## src/rtl/stepper_scan_pkg.sv

```systemverilog
// Shared types and helpers for the stepper scan-head controller.
package stepper_scan_pkg;

    typedef enum logic [1:0] {
        ST_IDLE,
        ST_FWD,
        ST_REV
    } scan_state_e;

    // Ticks between steps at a position: longer within ramp_len of either end.
    function automatic int ramp_period(int pos, int scan_len, int ramp_len, int ramp_shift);
        int d;
        d = (pos < scan_len - pos) ? pos : scan_len - pos;
        return (d < ramp_len) ? 1 + ((ramp_len - d) >> ramp_shift) : 1;
    endfunction

    function automatic bit in_window(int pos, int win_start, int win_len);
        return (pos >= win_start) && (pos < win_start + win_len);
    endfunction

    function automatic bit scan_params_ok(int clk_div, int pos_w, int scan_len, int win_start,
                                          int win_len, int ramp_len, int ramp_shift);
        return (clk_div >= 2) && (pos_w >= 1) && (pos_w < 31) && (scan_len < (1 << pos_w)) &&
               (win_start >= 0) && (win_len >= 2) && (win_start + win_len <= scan_len) &&
               (ramp_len >= 0) && (2 * ramp_len <= scan_len) && (ramp_shift >= 0);
    endfunction

endpackage

```

## src/rtl/clk_tick_gen.sv

```systemverilog
// Free-running divider: tick is high for one clk out of every CLK_DIV.
module clk_tick_gen #(
    parameter int CLK_DIV = 20
) (
    input  logic clk,
    input  logic reset,
    output logic tick
);

    localparam int CNT_W = (CLK_DIV > 1) ? $clog2(CLK_DIV) : 1;

    logic [CNT_W-1:0] count;

    assign tick = (count == CNT_W'(CLK_DIV - 1));

    // NOTE: non-blocking assignments so every register samples pre-edge values.
    always_ff @(posedge clk) begin
        if (reset)     count <= '0;
        else if (tick) count <= '0;
        else           count <= count + CNT_W'(1);
    end

endmodule

```

## src/rtl/stepper_scan_ctrl.sv

```systemverilog
// Scan-head controller: ramped home/far-end sweeps with an LED pixel window,
// plus one-shot, abort and unidirectional-imaging modes.
module stepper_scan_ctrl
    import stepper_scan_pkg::*;
#(
    parameter int CLK_DIV    = 20,
    parameter int POS_W      = 7,
    parameter int SCAN_LEN   = 126,
    parameter int WIN_START  = 15,
    parameter int WIN_LEN    = 100,
    parameter int RAMP_LEN   = 14,
    parameter int RAMP_SHIFT = 2,
    parameter int UNIDIR     = 0,
    localparam int PIX_W     = $clog2(WIN_LEN)
) (
    input  logic             clk,
    input  logic             reset,
    input  logic             run,
    input  logic             oneshot,
    input  logic             abort,
    output logic             step,
    output logic             dir,
    output logic             pixel_clock,
    output logic             nOE,
    output logic [PIX_W-1:0] pixel_idx,
    output logic [POS_W-1:0] pos,
    output logic             busy,
    output logic             line_done
);

    localparam int WAIT_W = $clog2(RAMP_LEN + 2);

    if (!scan_params_ok(CLK_DIV, POS_W, SCAN_LEN, WIN_START, WIN_LEN, RAMP_LEN, RAMP_SHIFT))
    begin : g_bad_params
        $error("stepper_scan_ctrl: illegal parameter combination");
    end

    scan_state_e       state;
    logic [WAIT_W-1:0] wait_cnt;
    logic              armed;
    logic              abort_latched;
    logic              tick;
    logic              step_due;
    logic              at_dwell;
    logic [POS_W-1:0]  pos_step;

    clk_tick_gen #(.CLK_DIV(CLK_DIV)) u_tick (
        .clk   (clk),
        .reset (reset),
        .tick  (tick)
    );

    // LEDs are lit only inside the window while moving in an imaging direction.
    function automatic logic led_off(scan_state_e st, logic [POS_W-1:0] p);
        return !(in_window(int'(p), WIN_START, WIN_LEN) &&
                 (st == ST_FWD || (st == ST_REV && UNIDIR == 0)));
    endfunction

    assign pos_step = (state == ST_REV) ? pos - POS_W'(1) : pos + POS_W'(1);
    assign step_due = (int'(wait_cnt) + 1) >= ramp_period(int'(pos), SCAN_LEN, RAMP_LEN, RAMP_SHIFT);
    assign at_dwell = (state == ST_FWD) ? (pos == POS_W'(SCAN_LEN) || abort_latched)
                                        : (pos == '0);

    always_ff @(posedge clk) begin
        if (reset) begin
            state         <= ST_IDLE;
            pos           <= '0;
            wait_cnt      <= '0;
            armed         <= 1'b1;
            abort_latched <= 1'b0;
            step          <= 1'b0;
            dir           <= 1'b0;
            pixel_clock   <= 1'b0;
            nOE           <= 1'b1;
            pixel_idx     <= '0;
            busy          <= 1'b0;
            line_done     <= 1'b0;
        end else begin
            step        <= 1'b0;
            pixel_clock <= 1'b0;
            line_done   <= 1'b0;
            if (!run) armed <= 1'b1;
            if (abort && state != ST_IDLE) abort_latched <= 1'b1;

            if (tick) begin
                if (state == ST_IDLE) begin
                    if (run && armed) begin
                        state    <= ST_FWD;
                        busy     <= 1'b1;
                        wait_cnt <= '0;
                        nOE      <= led_off(ST_FWD, pos);
                        if (oneshot) armed <= 1'b0;
                    end
                end else if (at_dwell) begin
                    line_done <= 1'b1;
                    wait_cnt  <= '0;
                    if (state == ST_FWD) begin
                        state <= ST_REV;
                        dir   <= 1'b1;
                        nOE   <= led_off(ST_REV, pos);
                    end else if (run && !oneshot && !abort_latched) begin
                        state <= ST_FWD;
                        dir   <= 1'b0;
                        nOE   <= led_off(ST_FWD, pos);
                    end else begin
                        state         <= ST_IDLE;
                        dir           <= 1'b0;
                        busy          <= 1'b0;
                        nOE           <= 1'b1;
                        abort_latched <= 1'b0;
                    end
                end else if (step_due) begin
                    step     <= 1'b1;
                    pos      <= pos_step;
                    wait_cnt <= '0;
                    nOE      <= led_off(state, pos_step);
                    if (!led_off(state, pos_step)) begin
                        pixel_clock <= 1'b1;
                        pixel_idx   <= PIX_W'(pos_step - POS_W'(WIN_START));
                    end
                end else begin
                    wait_cnt <= wait_cnt + WAIT_W'(1);
                end
            end
        end
    end

endmodule

```

## config.mk

```make
export PLATFORM = sky130hd
export DESIGN_NAME = stepper_scan_ctrl
export DESIGN_NICKNAME = d
export VERILOG_FILES = /design/src/rtl/stepper_scan_pkg.sv /design/src/rtl/clk_tick_gen.sv /design/src/rtl/stepper_scan_ctrl.sv
export SDC_FILE = /design/constraint.sdc
export NUM_CORES = 1
export LEC_CHECK = 0
export ABC_AREA = 1
export BUFFER_PORTS_ARGS = -buffer_cell sky130_fd_sc_hd__buf_2
export CORE_AREA = 2 2 126 115
export DETAILED_ROUTE_END_ITERATION = 8
export DIE_AREA = 0 0 128 117
export MAX_ROUTING_LAYER = met4
export PLACE_DENSITY = 0.54
export SLEW_MARGIN = 10
export SYNTH_ARGS = -nofsm -noshare
export SYNTH_HDL_FRONTEND = slang
export SYNTH_SLANG_ARGS = --single-unit
```

## constraint.sdc

```tcl
create_clock -name clk -period 6 [get_ports clk]
set_input_delay 0.6 -clock clk [delete_from_list [all_inputs] [get_ports clk]]
set_output_delay 0.6 -clock clk [all_outputs]
set_load 0.05 [all_outputs]
```

==> results_dict.tcl, run 1 <==
set metrics [dict create \
    n_fill_cell 1542 \
    max-vdd-ir-drop_mv 0.0885 \
    synth_top_family_by_area "simple AND/OR/NAND/NOR gates" \
    multi_input_area_sq_um 2890 \
    grt_use_met3_pct 2.23 \
    final_cell_mix "nand2_1, inv_1, nor2_1" \
    period_needed_ps 5350 \
    grt_overflow 0 \
    first_global_vias 3784 \
    synth_simple_gate_area_share_pct 48.2 \
    status "finished clean" \
    critPathTopFamily "simple AND/OR/NAND/NOR gates" \
    path_buf_inv 4 \
    ios 25 \
    coreArea_sq_um 13700 \
    slew_headroom_pct 25.3 \
    drive_gt1_share_pct 11.7 \
    grtUsageMet2_pct 24.7 \
    ys_seq_area_share_pct 16.4 \
    syn_avg_cell_area_sq_um 5.98 \
    gr-usage-all-layers_pct 15.7 \
    firstDrtPassIters 5 \
    nNetsFinal 741 \
    drt_iter0_drc 209 \
    synth_edf_count 0 \
    netlist_area_sq_um 4020 \
    via_per_inst 4.84 \
    slew_viol_final 0 \
    drc_errors 0 \
    antenna_found_initial 0 \
    fin_util_pct 32.8 \
    use_met1_pct 21.8 \
    finClkSkew_ps 5.53 \
    crit_slowest_cell "dfxtp_1" \
    synth_cell_types 44 \
    leakage_nw 2.26 \
    ys_seq_elements 33 \
    synth_compound_area_share_pct 9.05 \
    fmax_mhz 187 \
    area_growth_pct 12.0 \
    die_w_um 128 \
    antenna_cells 0 \
    die_area_sq_um 15000 \
    via_count 4233 \
    cp_max_fo 15 \
    place.port_buffers 24 \
    htreeDepth 2 \
    finalCritPeriodShare_pct 89.1 \
    clock_latency_ps 270 \
    critPathCaptureType "flop" \
    grt_first_pass_wirelength_mm 18.5 \
    finalSetupTns_ps 0 \
    worstMarginPinSlew_ps 1120 \
    hold_violations 0 \
    syn_inst 673 \
    gp_congestion 0.958 \
    tritoncts "yes" \
    cap_violations 0 \
    ys.flop_type "dfxtp_1" \
    clk_path_buf_depth 2 \
    busiest_layer "met2" \
    powerDensity_nw_per_um2 111 \
    syn_nets 713 \
    post_cts_buffers 0 \
    synth_xor_area_share_pct 3.48 \
    die_y_um 117 \
    dp_hpwl_mm 9.16 \
    arrival_ps 5510 \
    clock_sinks 33 \
    setup_violations 0 \
    initial_utilization_pct 29.3 \
    wl_per_cell_um 12.8 \
    postRouteAntennaNets 0 \
    cts_buffers 5 \
    grt_max_degree 24 \
    synthMuxAreaShare_pct 0 \
    cp_common_cell "nand2_1" \
    worst_path_largest_cell_delay_ps 470 \
    hp-class "flop to flop" \
    clockRootBuffer "clkbuf_16" \
    row_count 41 \
    critPathKind "flop to flop" \
    start_kind "flop" \
    layout_commonest_cell "nand2_1" \
    cp_data_required_time_ps 6170 \
    synth-warning-count 0 \
    async_flop_share_pct 0 \
    grt_setup_unrepaired "false" \
    totalWireLength_mm 11.2 \
    register_area_sq_um 661 \
    synth_fa_ha_area_share_pct 11.1 \
    path_clk_slew_ps 50 \
]
through the flow:
stage	setup WS, ps	instance area (sq um)	power (mW)	hold WS (ps)	std cells
6_report	654	4500	0.500	445	874
5_1_grt	14.8	4500	0.518	485	874
4_1_cts	533	4500	0.505	450	874
3_5_place_dp	552	4340	0.239	438	866
3_3_place_gp	696	4340	0.239	435	866
2_1_floorplan	686	4020	0.235	418	673
cells in the mapped netlist (2+ instances only):
cell type,number,share of area (%)
nand2_4,4,1.1
nand4_2,2,0.62
nor2_4,8,2.2
nor3_1,10,1.2
nand2_1,175,16
nand3_4,3,1.3
a31oi_1,2,0.31
a21oi_1,29,3.6
dfxtp_1,33,16
nand2_2,9,1.4
o21ai_0,20,2.5
nor2_1,77,7.2
nor4_1,3,0.47
buf_6,3,0.84
nand3_1,67,8.3
buf_2,2,0.25
inv_2,5,0.47
a211oi_1,2,0.37
ha_1,34,11
inv_1,103,9.6
clkbuf_1,3,0.28
nor2_2,3,0.47
xnor2_1,5,1.1
nand4_1,33,5.1
o21ai_1,7,0.87
xor2_1,11,2.4
or2_2,3,0.47
state kept, by name, indices dropped and copies added (netlist names), 2 cells and up:
signal	flops
wait_cnt	4
pos	7
state	2
pixel_idx	7
u_tick.count	5
where the power goes:
part	leakage (nW)	internal, mW	total, mW	switching [mW]
logic	1.91	0.00422	0.0118	0.00755
clock network	0.0799	0.175	0.266	0.0905
registers	0.266	0.221	0.222	0.00102
total	2.26	0.401	0.500	0.0991
final cells by class:
type                            count  area share [%]
Multi-Input combinational cell    522            64.1
Tap cell                          172            4.78
Inverter                          108            9.08
Timing Repair Buffer               31            3.83
Clock buffer                        7            3.39
Sequential cell                    33            14.7
Clock inverter                      1           0.111
repair_timing:
item / 4_1_cts / 5_1_grt
hold buffers: 0 / 0
endpoints found under the setup margin: 0 / 7
resized for setup: 0 / 1
cells by family (layout without fill, tap and decap cells):
kind of cell | after synthesis | after routing
adder cells (fa/ha/maj) | 35 | 35
AO/OA/AOI/OAI | 66 | 66
XOR/XNOR | 16 | 16
buffers and inverters | 118 | 147
AND/OR/NAND/NOR | 405 | 405
flip-flops | 33 | 33
metal layers:
layer	up-vias	routed length, um
li1	2244	-
met1	1858	5590
met2	115	4920
met3	16	572
met4	0	138
met5	-	0
path summary, 6_finish.rpt:
kind,start,to,slack (ps),cells past startpoint
max reg2reg,pos[3],pos[6],650,37
max,pos[3],pos[6],650,37
min reg2reg,u_tick.count[0],u_tick.count[0],440,1
min,u_tick.count[0],u_tick.count[0],440,1
Power figures use the tool's default switching activity.
==> inputs of run 2 (changes only) <==
--- a/config.mk
+++ b/config.mk
@@ -7,12 +7,13 @@
 export LEC_CHECK = 0
 export ABC_AREA = 1
 export BUFFER_PORTS_ARGS = -buffer_cell sky130_fd_sc_hd__buf_2
-export CORE_AREA = 2 2 126 115
+export CORE_AREA = 2 2 129 118
 export DETAILED_ROUTE_END_ITERATION = 8
-export DIE_AREA = 0 0 128 117
+export DIE_AREA = 0 0 131 120
 export MAX_ROUTING_LAYER = met4
 export PLACE_DENSITY = 0.54
 export SLEW_MARGIN = 10
 export SYNTH_ARGS = -nofsm -noshare
 export SYNTH_HDL_FRONTEND = slang
+export SYNTH_HIERARCHICAL = 1
 export SYNTH_SLANG_ARGS = --single-unit
==> results_dict.tcl, run 2 <==
set metrics [dict create \
    start_kind "flop" \
    slew_viol_final 0 \
    synthMuxAreaShare_pct 0 \
    final_cell_mix "nand2_1, inv_1, nand3_1" \
    layout_commonest_cell "nand2_1" \
    clk_path_buf_depth 2 \
    synth_fa_ha_area_share_pct 10.5 \
    syn_nets 767 \
    wl_per_cell_um 12.8 \
    first_global_vias 4343 \
    ys.flop_type "dfxtp_1" \
    hp-class "flop to flop" \
    gp_congestion 0.958 \
    initial_utilization_pct 29.3 \
    cp_common_cell "nand2_1" \
    coreArea_sq_um 14500 \
    netlist_area_sq_um 4230 \
    htreeDepth 2 \
    seqPwrFrac_pct 46.7 \
    dp_hpwl_mm 10.1 \
    cts_hold_buf 0 \
    row_count 42 \
    critPathKind "flop to flop" \
    fin_area_sq_um 4830 \
    power.share.clock_pct 50.8 \
    critPathCaptureType "flop" \
    max-vdd-ir-drop_mv 0.166 \
    die_area_sq_um 15700 \
    grt_max_degree 28 \
    drive_gt1_share_pct 11.9 \
    path_clk_slew_ps 50 \
    via_count 4626 \
    yosys-top-cells-area "dfxtp_1, nand2_1, nand3_1" \
    via_per_inst 4.81 \
    firstDrtPassIters 5 \
    gr-usage-all-layers_pct 17.0 \
    arrival_ps 5660 \
    syn_inst 727 \
    die_w_um 131 \
    tritoncts "yes" \
    finalPower_mw 0.477 \
    power_frac_comb_pct 2.5 \
    crit_slowest_cell "dfxtp_2" \
    synth_common_cells "nand2_1, inv_1, nand3_1" \
    cp_data_required_time_ps 6150 \
    place.port_buffers 24 \
    drt_iter0_drc 281 \
    die_y_um 120 \
    fmax_mhz 181 \
    p_int_mw 0.377 \
    setup_violations 0 \
    async_flop_share_pct 0 \
    totalWireLength_mm 12.3 \
    worst_path_largest_cell_delay_ps 390 \
    slew_headroom_pct 33.2 \
    antenna_cells 0 \
    grt_first_pass_wirelength_mm 20.9 \
    clock_latency_ps 280 \
    synth_top_area_cell "dfxtp_1" \
    cp_max_fo 8 \
    largestRegisters "pixel_idx x7, pos x7, u_tick/count x5" \
    switching_share_pct 21.0 \
    finalCritPeriodShare_pct 91.8 \
    leakage_nw 2.38 \
    syn_avg_cell_area_sq_um 5.82 \
    n_fill_cell 1677 \
    ys_seq_area_share_pct 15.6 \
    antenna_found_initial 0 \
    ios 25 \
    postRouteAntennaNets 0 \
    place_ws_ps 341 \
    period_needed_ps 5510 \
    status "finished clean" \
    synth_compound_area_share_pct 8.73 \
    yosys.area.top_type_share_pct 15.6 \
    post-synth-top-count-cell "nand2_1" \
    drc_errors 0 \
    grt_overflow 0 \
    synth_simple_gate_area_share_pct 48.9 \
    clockRootBuffer "clkbuf_16" \
    synth_xor_area_share_pct 3.52 \
    cap_violations 0 \
    synth_cell_types 35 \
    nNetsFinal 802 \
    worstMarginPinSlew_ps 998 \
    area_growth_pct 14.1 \
    powerDensity_nw_per_um2 98.8 \
    p_sw_mw 0.0999 \
    synth_top_family_by_area "simple AND/OR/NAND/NOR gates" \
    synth_edf_count 0 \
    ys_seq_elements 33 \
    finClkSkew_ps 3.44 \
    cts_buffers 5 \
    synth-warning-count 6 \
    clock_sinks 33 \
    hold_violations 0 \
    place_area_sq_um 4570 \
    setup_ws_ps 490 \
]
-- run 2: layout make-up --
class	count	area [sq um]	area share [%]
Inverter	125	469	9.72
Sequential cell	33	662	13.7
Clock inverter	3	17.5	0.363
Timing Repair Buffer	39	245	5.08
Multi-Input combinational cell	558	3060	63.4
Clock buffer	5	125	2.59
Tap cell	198	248	5.13
-- run 2: worst paths after layout --
kind	depth (start not counted)	from	slack, ps	endpoint
hold / removal	1	u_tick/count[0]	460	u_tick/count[0]
setup reg to reg	33	pos[2]	490	pos[0]
hold reg to reg	1	u_tick/count[0]	460	u_tick/count[0]
setup / recovery	33	pos[2]	490	pos[0]
-- run 2: power by group through the flow --
stage | clock (mW) | combinational [mW] | sequential, mW
2_1_floorplan | 0 | 0.00807 | 0.227
4_1_cts | 0.248 | 0.0121 | 0.223
6_report | 0.242 | 0.0118 | 0.223
3_5_place_dp | 0 | 0.0120 | 0.228
5_1_grt | 0.261 | 0.0140 | 0.223
3_3_place_gp | 0 | 0.0120 | 0.227
-- run 2: stage by stage --
stage / utilization [%] / std cells / hold WS [ps] / setup TNS (ps)
floorplan: - / 727 / 430 / 0
global placement: 31.6 / 944 / 448 / 0
detailed placement: 31.6 / 944 / 456 / 0
CTS: 32.6 / 952 / 469 / 0
global route: 33.4 / 961 / 488 / -8.55
finish: 33.4 / 961 / 457 / 0
-- run 2: metal layers --
| layer | vias to the layer above | share of wire [%] | track usage (%) |
|---|---|---|---|
| met1 | 2071 | 49 | 23.0 |
| met3 | 16 | 4.7 | 2.50 |
| met4 | 0 | 1.5 | 3.92 |
| li1 | 2425 | - | - |
| met5 | - | 0 | - |
| met2 | 114 | 45 | 26.9 |
-- run 2: timing repair --
item | CTS | global route
resized for setup | 0 | 10
setup endpoints to repair | 0 | 21
buffers inserted | 0 | 9
-- run 2: cells by family (layout without fill, tap and decap cells) --
group           count (synthesis)  after routing
compound gates                 67             67
fa+ha+maj                      35             35
flops                          33             33
xor+xnor                       17             17
simple gates                  439            439
buf+inv                       136            172
-- run 2: critical path, delay by kind of cell, from the launching register on --
kind,cells,cell delay (ps)
simple gates,23,3370
buf+inv,6,670
fa+ha+maj,2,640
flops,1,390
compound gates,2,320
==> inputs of run 3 (changes only) <==
==> constraint.sdc (replaced) <==
create_clock -name clk -period 5.2 [get_ports clk]
set_input_delay 0.26 -clock clk [delete_from_list [all_inputs] [get_ports clk]]
set_output_delay 0.26 -clock clk [all_outputs]
set_load 0.05 [all_outputs]
==> results_dict.tcl, run 3 (same netlist as run 2, synthesis figures left out) <==
set metrics [dict create \
    wl_per_cell_um 12.7 \
    cp_data_required_time_ps 5340 \
    hold_violations 0 \
    area_growth_pct 17.9 \
    arrival_ps 4950 \
    busiest_layer "met2" \
    die_area_sq_um 15700 \
    critPathCaptureType "flop" \
    switching_share_pct 22.4 \
    hp-class "input port to flop" \
    finalCritPeriodShare_pct 92.6 \
    layout_commonest_cell "nand2_1" \
    cts_buffers 5 \
    setup_ws_ps 387 \
    period_needed_ps 4810 \
    die_w_um 131 \
    largestRegisters "pixel_idx x7, pos x7, u_tick/count x5" \
    postRouteAntennaNets 0 \
    finalSetupTns_ps 0 \
    tritoncts "yes" \
    leakage_nw 2.43 \
    setup_violations 0 \
    antenna_found_initial 0 \
    grtUsageMet2_pct 26.5 \
    cts_hold_buf 0 \
    firstDrtPassIters 5 \
    seqPwrFrac_pct 45.7 \
    path_clk_slew_ps 60 \
    ff2ff_setup_slack_ps 390 \
    max-vdd-ir-drop_mv 0.133 \
    crit_slowest_cell "dfxtp_4" \
    gp_congestion 0.935 \
    critPathKind "flop to flop" \
    drive_gt1_share_pct 17.1 \
    cp_max_fo 8 \
    clock_latency_ps 280 \
    via_count 4619 \
    power_frac_comb_pct 2.5 \
    drt_iter0_drc 361 \
    clock_sinks 33 \
    use_met1_pct 22.3 \
    register_area_sq_um 674 \
    place_ws_ps 57.5 \
    die_y_um 120 \
    place.port_buffers 24 \
    start_kind "flop" \
    gr-usage-all-layers_pct 16.6 \
    ios 25 \
    r2r_cells 38 \
    status "finished clean" \
    multi_input_area_sq_um 3140 \
    power.share.clock_pct 51.8 \
    p_int_mw 0.434 \
    slew_headroom_pct 23.4 \
    dp_hpwl_mm 10.1 \
    grt_max_degree 24 \
    hold_path_depth 2 \
    clockRootBuffer "clkbuf_16" \
    cp_common_cell "nand2_1" \
    worstMarginPinSlew_ps 1140 \
    cap_violations 0 \
    grt_use_met3_pct 2.10 \
    row_count 42 \
    final_cell_mix "nand2_1, inv_1, nand3_1" \
    initial_utilization_pct 29.3 \
    powerDensity_nw_per_um2 112 \
    totalWireLength_mm 12.4 \
    finalPower_mw 0.559 \
    antenna_cells 0 \
    n_fill_cell 1646 \
    grt_first_pass_wirelength_mm 20.6 \
    via_per_inst 4.76 \
    finClkSkew_ps 7.92 \
    slew_viol_final 0 \
    fmax_mhz 208 \
    p_sw_mw 0.125 \
    drc_errors 0 \
    nNetsFinal 811 \
    coreArea_sq_um 14500 \
    htreeDepth 2 \
    clk_path_buf_depth 2 \
    grt_overflow 0 \
    first_global_vias 4325 \
    worst_path_largest_cell_delay_ps 350 \
]
-- run 3: final cells by class --
class / count / area share [%]
Clock buffer: 5 / 2.51
Inverter: 125 / 9.41
Sequential cell: 33 / 13.5
Clock inverter: 3 / 0.326
Timing Repair Buffer: 48 / 6.25
Tap cell: 198 / 4.97
Multi-Input combinational cell: 558 / 63.0
-- run 3: path summary, 6_finish.rpt --
path                                      start               to
worst max-delay path                     pos[0]              nOE
worst min-delay path                        run            armed
worst max register to register           pos[0]              nOE
worst min register to register  u_tick/count[0]  u_tick/count[0]
-- run 3: metrics by stage --
step           hold WS, ps  area, sq um  std cells  util, %
6_report               215         4990        970     34.5
5_1_grt                220         4990        970     34.5
4_1_cts                206         4820        963     33.3
3_5_place_dp           452         4670        955     32.3
3_3_place_gp           444         4670        955     32.3
2_1_floorplan          329         4250        727        -
-- run 3: worst max-delay path: cells and delay by family (launching register included) --
family,cells,cell delay [ps]
compound gates,3,320
flops,1,350
simple gates,26,2430
buf+inv,3,230
fa+ha+maj,4,980
xor+xnor,2,350
-- run 3: power by group through the flow --
stage / sequential [mW] / clock [mW] / combinational [mW]
after global routing: 0.256 / 0.304 / 0.0166
after global placement: 0.261 / 0 / 0.0143
after detailed placement: 0.261 / 0 / 0.0140
after CTS: 0.255 / 0.294 / 0.0140
after floorplan: 0.261 / 0 / 0.00931
final: 0.255 / 0.290 / 0.0139
-- run 3: layer usage --
| metal | wire, um | vias to the layer above |
|---|---|---|
| met1 | 6070 | 2031 |
| met4 | 240 | 0 |
| met3 | 562 | 24 |
| li1 | - | 2440 |
| met2 | 5480 | 124 |
| met5 | 0 | - |
-- run 3: what timing repair did --
item                                    CTS  global route
gates resized for setup                   0            40
setup buffers                             0             7
endpoints found under the setup margin    0            21
endpoints found under the hold margin     0             0
